<file path="src/rtl/keypad_key_detector.sv">
// Matrix-keypad key detector: assembles a 16-key snapshot per column scan frame,
// rejects ghosting frames and debounces press/release into registered strobes.
module keypad_key_detector #(
  parameter int unsigned DEBOUNCE_FRAMES = 4
) (
  input  logic       slow_clk,
  input  logic       rst,
  input  logic [1:0] column_index,
  input  logic [3:0] row_in,
  output logic [3:0] key_code,
  output logic       key_valid,
  output logic       key_release,
  output logic       key_held
);

  localparam int unsigned ROWS  = 4;
  localparam int unsigned KEYS  = 16;
  localparam int unsigned CNT_W = 4;
  localparam int unsigned ONE_W = 5;

  typedef enum logic [1:0] {
    IDLE       = 2'd0,
    DB_PRESS   = 2'd1,
    PRESSED    = 2'd2,
    DB_RELEASE = 2'd3
  } state_t;

  logic [ROWS-1:0]  s1;
  logic [ROWS-1:0]  s2;
  logic [1:0]       c1;
  logic [1:0]       c2;
  logic [KEYS-1:0]  snapshot;

  logic [KEYS-1:0]  frame;
  logic             eof;
  logic [ONE_W-1:0] ones;
  logic [3:0]       hit_idx;
  logic [3:0]       frame_code;
  logic             is_single;
  logic             cand_hit;

  state_t           state;
  state_t           next_state;
  logic [CNT_W-1:0] cnt;
  logic [CNT_W-1:0] next_cnt;
  logic [CNT_W-1:0] cnt_inc;
  logic [3:0]       cand;
  logic [3:0]       next_cand;

  logic             press_accept;
  logic             release_accept;
  logic [3:0]       next_code;
  logic             next_valid;
  logic             next_release;
  logic             next_held;

  // Row synchronizer with matching column-index delay; snapshot stored column-major.
  always_ff @(posedge slow_clk) begin
    if (!rst) begin
      s1       <= '0;
      s2       <= '0;
      c1       <= '0;
      c2       <= '0;
      snapshot <= '0;
    end else begin
      s1                <= row_in;
      s2                <= s1;
      c1                <= column_index;
      c2                <= c1;
      snapshot[4*c2 +: 4] <= s2;
    end
  end

  // The last column's sample is still in s2 when the frame is evaluated.
  always_comb begin
    frame = snapshot;
    if (c2 == 2'd3) begin
      frame[15:12] = s2;
    end
  end

  assign eof = (c2 == 2'd3);

  always_comb begin
    ones    = '0;
    hit_idx = '0;
    for (int i = 0; i < KEYS; i++) begin
      if (frame[i]) begin
        ones    = ones + ONE_W'(1);
        hit_idx = 4'(i);
      end
    end
  end

  // Snapshot bit index is col*4+row; key code is row*4+col.
  assign is_single  = (ones == ONE_W'(1));
  assign frame_code = {hit_idx[1:0], hit_idx[3:2]};
  assign cand_hit   = frame[{cand[1:0], cand[3:2]}];
  assign cnt_inc    = cnt + CNT_W'(1);

  always_ff @(posedge slow_clk) begin
    if (!rst) begin
      state <= IDLE;
      cnt   <= '0;
      cand  <= '0;
    end else begin
      state <= next_state;
      cnt   <= next_cnt;
      cand  <= next_cand;
    end
  end

  always_comb begin
    next_state = state;
    next_cnt   = cnt;
    next_cand  = cand;
    if (eof) begin
      case (state)
        IDLE: begin
          if (is_single) begin
            next_state = DB_PRESS;
            next_cand  = frame_code;
            next_cnt   = CNT_W'(1);
          end
        end
        DB_PRESS: begin
          if (is_single && (frame_code == cand)) begin
            if (cnt_inc == CNT_W'(DEBOUNCE_FRAMES)) begin
              next_state = PRESSED;
              next_cnt   = '0;
            end else begin
              next_cnt = cnt_inc;
            end
          end else begin
            next_state = IDLE;
            next_cnt   = '0;
          end
        end
        PRESSED: begin
          if (!cand_hit) begin
            next_state = DB_RELEASE;
            next_cnt   = CNT_W'(1);
          end
        end
        DB_RELEASE: begin
          if (cand_hit) begin
            next_state = PRESSED;
            next_cnt   = '0;
          end else if (cnt_inc == CNT_W'(DEBOUNCE_FRAMES)) begin
            next_state = IDLE;
            next_cnt   = '0;
          end else begin
            next_cnt = cnt_inc;
          end
        end
        default: begin
          next_state = IDLE;
          next_cnt   = '0;
        end
      endcase
    end
  end

  always_comb begin
    press_accept   = eof && (state == DB_PRESS) && is_single &&
                     (frame_code == cand) && (cnt_inc == CNT_W'(DEBOUNCE_FRAMES));
    release_accept = eof && (state == DB_RELEASE) && !cand_hit &&
                     (cnt_inc == CNT_W'(DEBOUNCE_FRAMES));
    next_code      = press_accept ? cand : key_code;
    next_valid     = press_accept;
    next_release   = release_accept;
    next_held      = press_accept | (key_held & ~release_accept);
  end

  always_ff @(posedge slow_clk) begin
    if (!rst) begin
      key_code    <= '0;
      key_valid   <= 1'b0;
      key_release <= 1'b0;
      key_held    <= 1'b0;
    end else begin
      key_code    <= next_code;
      key_valid   <= next_valid;
      key_release <= next_release;
      key_held    <= next_held;
    end
  end

endmodule

</file>
<file path="config.mk">
export PLATFORM = sky130hd
export DESIGN_NAME = keypad_key_detector
export DESIGN_NICKNAME = d
export VERILOG_FILES = /design/src/rtl/keypad_key_detector.sv
export SDC_FILE = /design/constraint.sdc
export NUM_CORES = 1
export LEC_CHECK = 0
export ABC_AREA = 1
export BUFFER_PORTS_ARGS = -buffer_cell sky130_fd_sc_hd__clkbuf_2
export CAP_MARGIN = 20
export CORE_ASPECT_RATIO = 0.7
export CORE_MARGIN = 10
export CORE_UTILIZATION = 28
export CTS_CLUSTER_DIAMETER = 40
export DETAILED_ROUTE_END_ITERATION = 10
export SLEW_MARGIN = 20
export SYNTH_ARGS = -nofsm -noshare
export SYNTH_HDL_FRONTEND = slang
export SYNTH_SLANG_ARGS = --single-unit
</file>
<file path="constraint.sdc">
create_clock -name slow_clk -period 22.6 [get_ports slow_clk]
set_clock_uncertainty 0.05 [all_clocks]
set_input_delay 3.39 -clock slow_clk [delete_from_list [all_inputs] [get_ports slow_clk]]
set_output_delay 3.39 -clock slow_clk [all_outputs]
set_load 0.01 [all_outputs]
</file>
* Word-level counts from Yosys, hierarchy flattened
Cells that the tools add are included.
** Cells by class
- Eq/ne operators :: 11
- Reductions and logical operators :: 13
- Muxes and demuxes :: 48
- Add/subtract/negate cells :: 17
- Bitwise gates (word level) :: 3
- Shifts and indexed selects :: 2
- Magnitude comparators :: 1
** Operators with widths (count)
- 4-bit 2-to-1 mux :: 20
- 5-bit by 1-bit adder with 5-bit output, second input constant :: 15
- 5-bit 2-to-1 mux :: 15
- 4-bit negation with 34-bit output :: 1
- 4-bit by 34-bit variable shift with 16-bit output, first input constant :: 1
- 4-bit by 34-bit indexed part select with 16-bit output :: 1
- 16-bit bitwise mux :: 1
- 4-bit one-hot mux with 4 select lines :: 1
- 2-bit 2-to-1 mux :: 6
- 1-bit logical AND :: 8
- 2-bit one-hot mux with 4 select lines :: 1
- 2-bit == test, second input constant :: 3
- 3-bit AND reduction :: 2
- 5-bit by 1-bit == test with 1-bit output, second input constant :: 1
- 4-bit by 5-bit < comparator with 1-bit output, second input constant :: 1
- 5-bit AND reduction :: 1
- 4-bit by 1-bit adder with 4-bit output, second input constant :: 1
- 1-bit binary-select mux with 4-bit select :: 1
- 4-bit by 3-bit == test with 1-bit output, second input constant :: 1
- 4-bit == test :: 1
- 2-bit inequality test, second input constant :: 2
- 1-bit 2-to-1 mux :: 3
- 3-bit by 2-bit inequality test with 1-bit output, second input constant :: 1
- 3-bit inequality test, second input constant :: 1
- 6 further kinds :: 6
** Storage, ports and cells
- Input bits :: 8
- Flip-flop bits (word level) :: 45
- Output and inout bits :: 7

* Longest topological paths before layout
- Depth in word-level cells :: 36
- Gate-level depth with buffers :: 60
- Mapped depth without buffers :: 60

* Worst setup path after synthesis
Ideal clock, no wire load.
- Kind :: register to register
- Start point :: reg snapshot[0]
- End point :: reg state[0]
- Library setup time :: 115 ps
- Data required time :: 22435 ps
- Setup slack :: 14278 ps
- Stages on the path, launching flop included :: 57
- Arrival time :: 8157 ps
- Clock period less this slack :: 8322 ps
- Path through :: dfxtp_1 -> inv_1 -> ha_1 -> inv_1 -> nand2_2 -> nand2_1 -> inv_1 -> ha_1 -> nand2_1 -> nand2_1 -> ha_1 -> or2_1 -> nand2_1 -> inv_1 -> ha_1 -> nand2_1 -> nand2_1 -> ha_1 -> (+21 left out) -> inv_1 -> ha_1 -> nand2_1 -> o21ai_2 -> ha_1 -> or2_2 -> o21ai_1 -> inv_1 -> ha_1 -> or2_2 -> nand2_1 -> nand2_2 -> nor2_8 -> nand2_2 -> a21oi_4 -> nand3_1 -> nand2_1 -> nor2_1
** Between the ends
- Cells in the longest elaborated chain, start to end :: 35
- Elaborated cells on any way between the ends :: 43
- Classes of those cells :: 15 x add/sub; 5 x eq/ne; 21 x mux; 2 x reduce/logical
** RTL lines
- from (decl) :: RTL line 32 : logic [KEYS-1:0] snapshot;
- from (signal assigned) :: RTL line 64 : snapshot <= '0;
- from (signal, indexed assignment) :: RTL line 70 : snapshot[4*c2 +: 4] <= s2;
- 1-bit 2-to-1 mux :: RTL line 88 : if (frame[i]) begin
- 5-bit by 1-bit adder with 5-bit output :: RTL line 89 : ones = ones + ONE_W'(1);
- 5-bit 2-to-1 mux :: RTL line 88
- 5-bit by 1-bit adder with 5-bit output :: RTL line 89
- 5-bit 2-to-1 mux :: RTL line 88
- 5-bit by 1-bit adder with 5-bit output :: RTL line 89
- 5-bit 2-to-1 mux :: RTL line 88
- 5-bit by 1-bit adder with 5-bit output :: RTL line 89
- (+19 left out)
- 5-bit by 1-bit adder with 5-bit output :: RTL line 89
- 5-bit 2-to-1 mux :: RTL line 88
- 5-bit by 1-bit adder with 5-bit output :: RTL line 89
- 5-bit 2-to-1 mux :: RTL line 88
- 5-bit by 1-bit == test with 1-bit output :: RTL line 96 : assign is_single = (ones == ONE_W'(1));
- 1-bit logical AND :: RTL line 127 : if (is_single && (frame_code == cand)) begin
- 3-bit by 2-bit inequality test with 1-bit output (no source line) or 2-bit 2-to-1 mux (tied branches)
- 5-bit AND reduction (no source line) or 2-bit one-hot mux with 4 select lines (tied branches)
- to (signal assigned) :: RTL line 107 : state <= next_state;
- to (decl) :: RTL line 42 : state_t state;
Parallel ways exist; a longest one is shown, timed or not. The select of a mux whose other input is x is not followed.
A chain may end at the register's enable or synchronous reset.

* Worst setup path in the final report
- Start point :: reg snapshot[1]
- End point :: reg key_code[2]
** Between the ends
- Cells in the longest elaborated chain, start to end :: 33
- Elaborated cells on any way between the ends :: 49
- Classes of those cells :: 14 x add/sub; 2 x eq/ne; 30 x mux; 3 x reduce/logical
** RTL lines
- 5-bit 2-to-1 mux :: RTL line 88
- 5-bit by 1-bit adder with 5-bit output :: RTL line 89
- 5-bit 2-to-1 mux :: RTL line 88
- 5-bit by 1-bit adder with 5-bit output :: RTL line 89
- 5-bit 2-to-1 mux :: RTL line 88
- 5-bit by 1-bit adder with 5-bit output :: RTL line 89
- 5-bit 2-to-1 mux :: RTL line 88
- 5-bit by 1-bit adder with 5-bit output :: RTL line 89
- (+17 left out)
- 5-bit by 1-bit adder with 5-bit output :: RTL line 89
- 5-bit 2-to-1 mux :: RTL line 88
- 5-bit by 1-bit adder with 5-bit output :: RTL line 89
- 5-bit 2-to-1 mux :: RTL line 88
- 5-bit by 1-bit == test with 1-bit output :: RTL line 96
- 1-bit logical AND :: RTL line 165 : press_accept = eof && (state == DB_PRESS) && is_single &&
- 1-bit logical AND * :: RTL line 165
- 1-bit logical AND * :: RTL line 166 : (frame_code == cand) && (cnt_inc == CNT_W'(DEBOUNCE_FRAMES));
- to (signal assigned) :: RTL line 182 : key_code <= next_code;
- to (decl) :: RTL line 10 : output logic [3:0] key_code,
Mark *: on every way between the ends. The rest lies on a longest branch, timed or not.

==> impl_metrics.yaml <==
worst_setup_path:
  rr_worst_depth: 54
  cp.required_ns: 22.72
  criticalPathCategory: "flop to flop"
  endpoint_kind: "flop"
  cp-start-kind: "flop"
  cpMostUsedCell: "nand2_1"
  r2r-end: "key_code[2]"
  critPathBufInv: 7
  cp.arrival_ns: 9.05
  slowest_delay_ns: 0.34
  critPathSlowestCell: "dfxtp_1"
  crit_family: "adder cells"
  cp_max_fo: 10
  r2r_start: "snapshot[1]"
  ff2ff_setup_slack_ns: 13.68
routing:
  drtIter0Drc: 223
  drtAntennaViolNets: 0
  viasPerCell: 4.291
  vias: 3527
  dr.pass1.iters: 5
  drc: 0
  wl_per_cell_um: 10.11
  drt_wl_total_um: 8311
finish:
  drive_above_1_share_pct: 14.60
  final_cells: 822
  multi_input_area_mm2: 0.002417
  antenna_cells: 0
  layout.area.seq_um2: 900.9
  layout_common_cells: "nand2_1 (167), inv_1 (113), a21oi_1 (49)"
  fin_nets: 665
  area_growth_syn_to_layout_pct: 11.03
  final_common_cell: "nand2_1"
  n_fill_cell: 1460
logic_synthesis:
  muxShareOfSynthArea_pct: 0
  synth_compound_area_share_pct: 13.20
  synth-edff-count: 0
  syn-cell-area_mm2: 0.003821
  synth.avg_cell_area_um2: 6.094
  synthesis.instances: 627
  seq_area_frac_synth_pct: 23.58
  syn_nets: 656
  synth_top_family_by_area: "simple AND/OR/NAND/NOR gates"
  synth_xor_area_share_pct: 0.9168
  yosysUniqueCellTypes: 39
  synthFlopType: "dfxtp_1"
  yosys_warnings: 0
  ys_seq_elements: 45
  synth-simple-area-share_pct: 42.27
  synth-adder-area-share_pct: 6.876
  async_flop_share_pct: 0
global_routing:
  grt_pass1_wl_um: 15090
  grt_pass1_vias: 3225
  gr-total-overflow: 0
  grtUsageTotal_pct: 9.115
  antenna_found_initial: 0
  grt_start_max_net_pins: 32
timing:
  fin_ws_ns: 13.68
  period_share_pct: 39.49
  rsz0062_at_grt: "no"
  max_freq_mhz: 112.0
  tns_ns: 0
  finalHoldViolCount: 0
  whs_ns: 0.3590
  finalSetupViolCount: 0
  maxSlewViolCount: 0
  finalWorstPathRequiredPeriod_ns: 8.925
  worst_slew_pin_slew_ns: 0.6145
  relSlewSlack_pct: 59.03
place:
  hpwlAfterDp_um: 6694
  place_inst: 814
  dp_slack_ns: 13.71
  place.gp.congestion: 0.8343
  io_buffers: 14
die:
  core_region_area_mm2: 0.01327
  fp.dieH_um: 117.7
  die-area_mm2: 0.01879
  initial_core_util_pct: 28.80
  std_cell_rows: 35
  dieWidth_um: 159.6
  io_pins: 15
cts:
  cts_made_buffers: 5
  cts_tree: "yes"
  cts_root_buf: "clkbuf_16"
  clk_pin_slew_ns: 0.06
  ctsResizeCount: 0
  clk_latency_ns: 0.29
  post_cts_buffers: 0
  cts_max_path_buffers: 2
  clkSinkCount: 45
  holdBufCountCts: 0
  cts_max_level: 2
worst_hold_path:
  hold_depth: 2
  holdCritStartpoint: "s1[3]"
  hold_path.class: "flop to flop"
  hold_path_end: "s2[3]"
flow_run:
  cap_violations: 0
pwr:
  power_leakage_nw: 2.346
  irDropWorstVdd_mv: 0.03636
  pwr_density_cell_mw_per_mm2: 50.01
  totalPowerFinal_mw: 0.2122
outcome:
  status: "finished clean"
[flip-flops by register name, indices dropped and copies added, names as in the netlist]
name / flops
c1: 2
key_held: 1
key_release: 1
cand: 4
s2: 4
snapshot: 16
cnt: 4
key_valid: 1
key_code: 4
state: 2
c2: 2
s1: 4
[layer usage]
layer | up-vias | global-route usage [%] | routed length (um)
met5 | - | 0 | 0
met4 | 0 | 2.309 | 89
met3 | 10 | 1.642 | 323
met2 | 48 | 12.28 | 2936
met1 | 1477 | 14.09 | 4962
li1 | 1992 | - | -
[cells by family after synthesis]
logic type	Yosys count
DFF	45
and+or+nand+nor	334
xor gates and xnor gates	4
AOI/OAI and AO/OA	91
buffers and inverters	132
adders and majority gates	21
[cells in the mapped netlist (5+ instances only)]
cell type | instances | area, um2
nand2_1 | 167 | 626.9
inv_1 | 113 | 424.2
a21oi_1 | 49 | 245.2
nand3_1 | 47 | 235.2
dfxtp_1 | 45 | 900.9
nor2_1 | 44 | 165.2
nand2_2 | 36 | 225.2
o21ai_0 | 24 | 120.1
ha_1 | 21 | 262.8
nand3_2 | 12 | 120.1
clkbuf_1 | 7 | 26.28
inv_2 | 7 | 26.28
a211oi_1 | 5 | 37.54
or2_2 | 5 | 31.28
[final cells by class]
cell class | instances | share of cell area [%]
flip-flops and latches | 45 | 21.23
inverters | 120 | 10.62
multi-input cells | 450 | 56.97
clock buffers | 7 | 3.362
repair buffers | 14 | 1.651
clock inverters | 1 | 0.7078
well taps | 185 | 5.456
[worst max path at each step]
stage                     start          end  slack, ns  cells past startpoint
global route        snapshot[0]  key_code[1]      12.86                     54
CTS                 snapshot[0]  key_code[1]      13.66                     54
floorplan           snapshot[0]     state[0]      14.28                     56
finish              snapshot[1]  key_code[2]      13.68                     54
global placement    snapshot[0]  key_code[2]      13.90                     54
detailed placement  snapshot[0]  key_code[1]      13.71                     54
[tightest hold or removal path, delay by kind of cell, from the launching register on]
family | cells | cell delay (ns)
buf+inv | 1 | 0.04
simple gates | 1 | 0.04
flops | 1 | 0.30
[power breakdown]
group,switching (mW),leakage [nW],total [mW],internal (mW)
clock network,0.0286,0.0841,0.0838,0.0552
registers,0.00216,0.366,0.0835,0.0813
logic,0.0297,1.90,0.0449,0.0153
total,0.0604,2.35,0.212,0.152
[through the flow]
stage / cell area, um2 / util, %
2_1_floorplan: 3821 / -
3_3_place_gp: 4070 / 30.67
3_5_place_dp: 4070 / 30.67
4_1_cts: 4243 / 31.98
5_1_grt: 4243 / 31.98
6_report: 4243 / 31.98
Power figures use the tool's default switching activity.
